File: src/rtl/free_list_if.sv
// Rename/commit side bundle of the physical-register free list.
interface free_list_if #(
    parameter int FETCH_WIDTH  = 4,
    parameter int COMMIT_WIDTH = 4,
    parameter int PREG_NUM     = 64
);
    localparam int IW = $clog2(PREG_NUM);
    localparam int CW = $clog2(COMMIT_WIDTH + 1);

    logic [FETCH_WIDTH-1:0]           alloc_req;
    logic                             alloc_en;
    logic                             alloc_ok;
    logic [FETCH_WIDTH-1:0][IW-1:0]   alloc_id;
    logic [COMMIT_WIDTH-1:0]          free_valid;
    logic [COMMIT_WIDTH-1:0][IW-1:0]  free_id;
    logic [CW-1:0]                    commit_alloc_cnt;
    logic                             flush;
    logic                             overflow;

    modport master (
        output alloc_req, alloc_en, free_valid, free_id, commit_alloc_cnt, flush,
        input  alloc_ok, alloc_id, overflow
    );
    modport slave (
        input  alloc_req, alloc_en, free_valid, free_id, commit_alloc_cnt, flush,
        output alloc_ok, alloc_id, overflow
    );
endinterface

File: src/rtl/free_list.sv
// Circular free list of physical register ids with speculative head, retire head
// and tail; flush rewinds the speculative head to the retire head.
module free_list #(
    parameter int FETCH_WIDTH  = 4,
    parameter int COMMIT_WIDTH = 4,
    parameter int PREG_NUM     = 64,
    parameter int AREG_NUM     = 32
) (
    input  logic       clk,
    input  logic       resetn,
    free_list_if.slave fl
);
    localparam int DEPTH = PREG_NUM - AREG_NUM;
    localparam int IDXW  = $clog2(DEPTH);
    localparam int PW    = IDXW + 1;
    localparam int IW    = $clog2(PREG_NUM);
    localparam int AW    = $clog2(FETCH_WIDTH + 1);
    localparam int FW    = $clog2(COMMIT_WIDTH + 1);

    logic [IW-1:0] mem [DEPTH];
    logic [PW-1:0] head, rhead, tail, count;
    logic [PW-1:0] head_nxt, rhead_nxt, tail_nxt, cnt_nxt, inflight;
    logic          ovf_q, ovf_set;

    logic [FETCH_WIDTH-1:0][AW-1:0]  a_pre;
    logic [AW-1:0]                   a_tot;
    logic [COMMIT_WIDTH-1:0][FW-1:0] f_pre;
    logic [FW-1:0]                   f_tot;

    // Exclusive prefix popcounts give each set slot its compacted offset.
    always_comb begin
        a_tot = '0;
        for (int i = 0; i < FETCH_WIDTH; i++) begin
            a_pre[i] = a_tot;
            a_tot    = a_tot + AW'(fl.alloc_req[i]);
        end
        f_tot = '0;
        for (int i = 0; i < COMMIT_WIDTH; i++) begin
            f_pre[i] = f_tot;
            f_tot    = f_tot + FW'(fl.free_valid[i]);
        end
    end

    assign count       = tail - head;
    assign fl.alloc_ok = (count >= PW'(a_tot));
    assign fl.overflow = ovf_q;

    always_comb begin
        for (int i = 0; i < FETCH_WIDTH; i++)
            fl.alloc_id[i] = fl.alloc_req[i] ? mem[IDXW'(head + PW'(a_pre[i]))] : '0;
    end

    assign rhead_nxt = rhead + PW'(fl.commit_alloc_cnt);
    assign tail_nxt  = tail + PW'(f_tot);

    always_comb begin
        head_nxt = head;
        if (fl.flush)
            head_nxt = rhead_nxt;
        else if (fl.alloc_en && fl.alloc_ok)
            head_nxt = head + PW'(a_tot);
    end

    // Occupancy can legitimately reach DEPTH+COMMIT_WIDTH < 2*DEPTH only when
    // the bookkeeping is broken, so the modulo difference is exact here.
    assign cnt_nxt  = tail_nxt - head_nxt;
    assign inflight = head - rhead;
    assign ovf_set  = (cnt_nxt > PW'(DEPTH)) || (PW'(fl.commit_alloc_cnt) > inflight);

    always_ff @(posedge clk or negedge resetn) begin
        if (!resetn) begin
            for (int k = 0; k < DEPTH; k++)
                mem[k] <= IW'(AREG_NUM + k);
            head  <= '0;
            rhead <= '0;
            tail  <= PW'(DEPTH);
            ovf_q <= 1'b0;
        end else begin
            for (int i = 0; i < COMMIT_WIDTH; i++)
                if (fl.free_valid[i])
                    mem[IDXW'(tail + PW'(f_pre[i]))] <= fl.free_id[i];
            head  <= head_nxt;
            rhead <= rhead_nxt;
            tail  <= tail_nxt;
            if (ovf_set)
                ovf_q <= 1'b1;
        end
    end
endmodule

File: src/flat_wrapper.sv
// flat-port wrapper written by rule: the top's interface ports become plain ports
module free_list_flat 
#(
    parameter int FETCH_WIDTH  = 4,
    parameter int COMMIT_WIDTH = 4,
    parameter int PREG_NUM     = 64,
    parameter int AREG_NUM     = 32
)
  (clk, resetn, fl_alloc_req, fl_alloc_en, fl_free_valid, fl_free_id, fl_commit_alloc_cnt, fl_flush, fl_alloc_ok, fl_alloc_id, fl_overflow);
  free_list_if #(.FETCH_WIDTH(FETCH_WIDTH), .COMMIT_WIDTH(COMMIT_WIDTH), .PREG_NUM(PREG_NUM)) fl_i ();
  input  logic clk;
  input  logic resetn;
  input wire logic [$bits(fl_i.alloc_req)-1:0] fl_alloc_req;
  input wire logic [$bits(fl_i.alloc_en)-1:0] fl_alloc_en;
  input wire logic [$bits(fl_i.free_valid)-1:0] fl_free_valid;
  input wire logic [$bits(fl_i.free_id)-1:0] fl_free_id;
  input wire logic [$bits(fl_i.commit_alloc_cnt)-1:0] fl_commit_alloc_cnt;
  input wire logic [$bits(fl_i.flush)-1:0] fl_flush;
  output wire logic [$bits(fl_i.alloc_ok)-1:0] fl_alloc_ok;
  output wire logic [$bits(fl_i.alloc_id)-1:0] fl_alloc_id;
  output wire logic [$bits(fl_i.overflow)-1:0] fl_overflow;
  assign fl_i.alloc_req = fl_alloc_req;
  assign fl_i.alloc_en = fl_alloc_en;
  assign fl_i.free_valid = fl_free_valid;
  assign fl_i.free_id = fl_free_id;
  assign fl_i.commit_alloc_cnt = fl_commit_alloc_cnt;
  assign fl_i.flush = fl_flush;
  assign fl_alloc_ok = fl_i.alloc_ok;
  assign fl_alloc_id = fl_i.alloc_id;
  assign fl_overflow = fl_i.overflow;
  free_list #(.FETCH_WIDTH(FETCH_WIDTH), .COMMIT_WIDTH(COMMIT_WIDTH), .PREG_NUM(PREG_NUM), .AREG_NUM(AREG_NUM)) u_core (.clk(clk), .resetn(resetn), .fl(fl_i));
endmodule
File: config.mk
export PLATFORM = sky130hd
export DESIGN_NAME = free_list_flat
export DESIGN_NICKNAME = d
export VERILOG_FILES = /design/src/rtl/free_list_if.sv /design/src/rtl/free_list.sv /design/src/flat_wrapper.sv
export SDC_FILE = /design/constraint.sdc
export NUM_CORES = 1
export LEC_CHECK = 0
export BUFFER_PORTS_ARGS = -buffer_cell sky130_fd_sc_hd__buf_2
export CAP_MARGIN = 20
export CORE_MARGIN = 5
export CORE_UTILIZATION = 50
export CTS_BUF_LIST = sky130_fd_sc_hd__clkbuf_4 sky130_fd_sc_hd__clkbuf_8
export CTS_CLUSTER_DIAMETER = 60
export DETAILED_ROUTE_END_ITERATION = 12
export HOLD_SLACK_MARGIN = 0.1
export PLACE_DENSITY = 0.66
export SETUP_SLACK_MARGIN = 0.02
export SLEW_MARGIN = 20
export SYNTH_ARGS = -nofsm -noshare
export SYNTH_HDL_FRONTEND = slang
export SYNTH_SLANG_ARGS = --single-unit
File: constraint.sdc
create_clock -name clk -period 8.31 [get_ports clk]
set_input_delay 0.4155 -clock clk [delete_from_list [all_inputs] [get_ports clk]]
set_output_delay 0.4155 -clock clk [all_outputs]
set_load 0.02 [all_outputs]
After elaboration in Yosys (flattened, before gate mapping)
Index checks and enable logic that the tools add are counted.

Add/sub/neg operators: 18. $lt $le $gt $ge: 15. Multiplexer cells: 34. Bitwise logic cells: 8. Reductions and logical operators: 6.

Operators with widths (number): bitwise mux 192 bit (4); two-way mux 192 bit (4); binary-select mux 6 bit (select 5 bit) (4); demux 6 bit (select 5 bit) (4); two-way mux 6 bit (18); >= comparator 6 bit, second input constant (8); inverter 5 -> 6 bit (8); < comparator 6 x 1 -> 1 bit, second input constant (4); adder 5 x 3 -> 5 bit (4); adder 6 x 3 -> 6 bit (3); subtractor 6 bit (3); adder 3 x 1 -> 3 bit (4); adder 5 x 1 -> 5 bit (2); >= comparator 6 x 3 -> 1 bit (1); > comparator 3 x 6 -> 1 bit (1); > comparator 6 bit, second input constant (1); logical AND 1 bit (5); adder 1 x 1 -> 2 bit (2); logical OR 1 bit (1).

Register bits: 211. Input bits: 39. Output and inout port bits: 26. Word-level logic and storage cells: 117.

Logic depth before layout (Yosys ltp)
Depth after elaboration: 13. Depth in mapped cells: 23. Gate-level depth less buffers: 21.

Worst setup path before layout
Ideal clock, no wire load.

Path type: register to register. From: register u_core.head[1]. To: register u_core.ovf_q, in the netlist u_core.fl.overflow. Setup time: 0.127 ns. Arrival time: 4.629 ns. Required time: 8.183 ns. Setup slack: 3.554 ns. Stages on the path, launching flop included: 24. Path buffers: 4. Path through: dfrtp_1 > clkbuf_1 > clkbuf_1 > buf_2 > inv_1 > fa_1 > ha_1 > a21o_1 > a21o_1 > a31oi_2 > a21bo_1 > buf_6 > mux2i_1 > nor2_1 > a21oi_1 > ha_1 > nor2b_1 > o21ai_0 > nand2b_1 > a21o_1 > a21oi_1 > xor2_1 > xnor2_1 > o21ai_1.

Longest elaborated chain between the ends: 8. Elaborated cells on any way between the ends: 11. Classes of those cells: add/sub: 4; order compare: 3; mux: 2; reduce/logical: 2.

RTL lines: start: declaration (line free_list.sv:21) `logic [PW-1:0] head, rhead, tail, count;`; start signal: assignment (line free_list.sv:82) `head <= head_nxt;`; subtractor 6 bit (line free_list.sv:44) `assign count = tail - head;`; >= comparator 6 x 3 -> 1 bit (line free_list.sv:45) `assign fl.alloc_ok = (count >= PW'(a_tot));`; logical AND 1 bit (line free_list.sv:60) `else if (fl.alloc_en && fl.alloc_ok)`; two-way mux 6 bit (line free_list.sv:60); two-way mux 6 bit (line free_list.sv:58) `if (fl.flush)`; subtractor 6 bit (line free_list.sv:66) `assign cnt_nxt = tail_nxt - head_nxt;`; > comparator 6 bit (line free_list.sv:68) `assign ovf_set = (cnt_nxt > PW'(DEPTH)) || (PW'(fl.commit_alloc_cnt) > inflight);`; logical OR 1 bit * (line free_list.sv:68); end signal: assignment (line free_list.sv:77) `ovf_q <= 1'b0;`; end signal: assignment (line free_list.sv:86) `ovf_q <= 1'b1;`; end: declaration (line free_list.sv:23) `logic ovf_q, ovf_set;`.

Mark *: on every way between the ends. The rest lies on a longest branch, timed or not. A chain may end at the register's enable or synchronous reset.

Worst setup path in the final report
From: register u_core.head[0]. To: output port fl_alloc_id[11].

Longest elaborated chain between the ends: 6.

RTL lines: adder 5 x 1 -> 5 bit (line free_list.sv:50) `fl.alloc_id[i] = fl.alloc_req[i] ? mem[IDXW'(head + PW'(a_pre[i]))] : '0;`; inverter 5 -> 6 bit (implied by the code) (line free_list.sv:50); binary-select mux 6 bit (select 5 bit) (line free_list.sv:50); two-way mux 6 bit (implied by the code) (2 in series) (line free_list.sv:50); two-way mux 6 bit (line free_list.sv:50); end: declaration (line flat_wrapper.sv:20) `output wire logic [$bits(fl_i.alloc_id)-1:0] fl_alloc_id;`.

Every way passes these cells. The select of a mux whose other input is x is not followed.

==> metrics <==
XOR/XNOR share of the synthesized area 1.47%; Slew Limit Fails 0; num ports 65; RR Startpoint u_core.tail[0]; mean post-synth cell area 9.61 sq um; number of enable flip-flop cells after synthesis 0; post-synthesis mux area share 38.8%; # Post-CTS Setup Buffers 0; sum of negative setup slack 0 ns; highest ir drop seen on vdd 0.296 mV; Tot GR Track Use 38.0%; status completed; final cycle utilization of the critical path 65.1%; clk buf depth 3; post-DP HPWL 63,900 um; global-route wire length before repair 139,000 um; Adder-Cell Fraction of Synth Area 4.12%; most common cell after layout, fill and taps aside mux2i_1; Final Power 12.8 mW; total CTS buffers 43; critical path required time 7.89 ns; Hold WC Path Type in -> reg; Simple-Gate Fraction of Synth Area 13.3%; routed vias 21,022; drt first pass iters 9; Layout Area Growth over Synthesis 6.28%; Setup CP Type reg -> out; cts repair resizes 0; gr ovfl total 0; reg2reg end u_core.fl.overflow; max cap viols 0; fill count 3,935; worst hold stages 2; Slew headroom 18.3%; fmax 185 MHz; Cell Pwr Density 534 nW/um^2; layout cells sized above 1 26.6%; sequential cell area 5430 sq um; H-tree depth reported by CTS 2; 1st-iter DRT viols 3,933; Mapped Nets 2,456; Die ar. 49,500 sq um; Lkg Pwr 9.40 nW; part of the Yosys area used for sequential elements 24.0%; Via density 7.30; Tmin final 5.41 ns; Synth Flop Type dfstp_2; CP Launch Type flop; Worst Skew 0.0132 ns; Hold Fails Final Rpt 0; clk sink count 211; initial antenna violation count 3; fin nets 2,357; clk slew on worst S/H paths 0.06 ns; die width 223 um; Critical Path AT 4.99 ns; min-delay src fl_flush; clk_lat worst skew 0.63 ns; Least-Margin Pin Slew 1.23 ns; routed wire length 97,400 um; placed instance area 23,000 sq um; IO buf count 64; WHS Endpoint u_core.head[4]; starting density of the core 50.9%; largest net degree at the start of global routing 124; Seq cells post-synth 211; CTS tree yes; row cnt 77; Design Area, Final 24,000 sq um; core box area 44,400 sq um; Post-Syn Area 22,600 sq um; CTS root buf clkbuf_8; most frequent cells in the layout mux2i_1 (300), nand2_1 (276), mux4_2 (240), nor2_1 (238), a21oi_1 (180); Compound-Gate Fraction of Synth Area 13.4%; reg2reg setup slack 3.57 ns; wire per inst 33.8 um; setup violators final 0; vias in the first global route 19,736; die height 223 um; Async SR Flop Fraction 100%; area of the multi-input gates 16,200 sq um; antenna viol nets, final 0; drt drc 0; GP Congestion 1.02; Synth Instances 2,351; crit end category output pin; unrepaired setup endpoints after global routing no; Netlist cell types 73; largest family of logic cells by synthesized area multiplexers; Synth Warn # 0; worst-path fanout max 33; cell count of the worst reg-to-reg path 21
-- metal layers --
metal | GRT usage, % | part of all wire (%)
met1 | 51.4 | 36
met2 | 54.6 | 42
met3 | 11.8 | 15
met4 | 20.5 | 7.0
met5 | 0 | 0.015
-- cell usage after synthesis (all sizes together), types with 6 or more instances --
cell type	number	area, sq um
a211oi	66	495
a21boi	6	45.0
a21o	14	105
a21oi	180	901
a31oi	22	144
and2	8	50.1
buf	79	408
clkbuf	151	567
dfrtp	98	2450
dfstp	113	2970
fa	14	280
ha	52	651
inv	36	135
mux2	31	349
mux2i	300	3000
mux4	240	5410
nand2	277	1040
nand2b	13	81.3
nand3	24	125
nand3b	7	68.8
nor2	261	1050
nor2b	25	156
nor3	13	70.1
nor3b	8	75.1
o21ai	196	981
o221ai	18	158
or3	19	119
xnor2	27	236
xor2	10	95.1
-- worst max-delay path by stage --
stage                         start                  to  slack (ns)
floorplan            u_core.head[1]  u_core.fl.overflow        3.55
detailed placement  fl_alloc_req[0]  u_core.fl.overflow        3.17
global route         u_core.head[0]     fl_alloc_id[11]        2.73
CTS                  u_core.head[0]     fl_alloc_id[11]        2.90
global placement    fl_alloc_req[0]  u_core.fl.overflow        3.20
finish               u_core.head[0]     fl_alloc_id[11]        2.90
-- stage by stage --
stage	utilization [%]	cells	worst slack (ns)	hold slack [ns]
2_1_floorplan	-	2351	3.55	0.120
3_3_place_gp	51.7	2795	3.20	0.508
3_5_place_dp	51.7	2795	3.17	0.514
4_1_cts	53.9	2877	2.90	0.176
5_1_grt	54.0	2879	2.73	0.196
6_report	54.1	2880	2.90	0.194
-- worst max-delay path, cell delays in order, from the launching register on --
cell,delay (ns)
dfrtp_4,0.76
buf_4,0.67
ha_4,0.23
ha_2,0.62
buf_4,0.50
mux4_2,0.57
mux4_2,0.53
mux2i_1,0.16
nor2b_1,0.11
buf_2,0.17
-- what timing repair did --
item	4_1_cts	5_1_grt
endpoints found under the setup margin	0	0
hold endpoints to repair	47	0
hold buffers	2	0
-- cell type report --
class                      count  area share (%)
multi-input combinational   1874            67.4
sequential                   211            22.6
clock buffer                  74            3.77
tap                          592            3.09
timing repair buffer          86            2.30
inverter                      36           0.563
clock inverter                 6           0.266
antenna                        1          0.0104
-- state kept, by name, summed over array words and instances, names as in the netlist --
name / count
u_core.tail: 6
u_core.mem: 192
u_core.fl.overflow: 1
u_core.rhead: 6
u_core.head: 6
-- report_power, final --
| group | total (mW) | switching, mW | internal (mW) |
|---|---|---|---|
| Clock | 1.25 | 0.535 | 0.716 |
| Sequential | 2.82 | 1.04 | 1.78 |
| Combinational | 8.75 | 4.69 | 4.06 |
| Total | 12.8 | 6.27 | 6.56 |
-- kinds of logic after synthesis --
group,after synthesis
XOR/XNOR,37
flip-flops,211
AND/OR/NAND/NOR,676
multiplexers,571
adder cells (fa/ha/maj),66
AO/OA/AOI/OAI,524
buffers and inverters,266
Note: power is estimated with default switching activity, not from simulation.
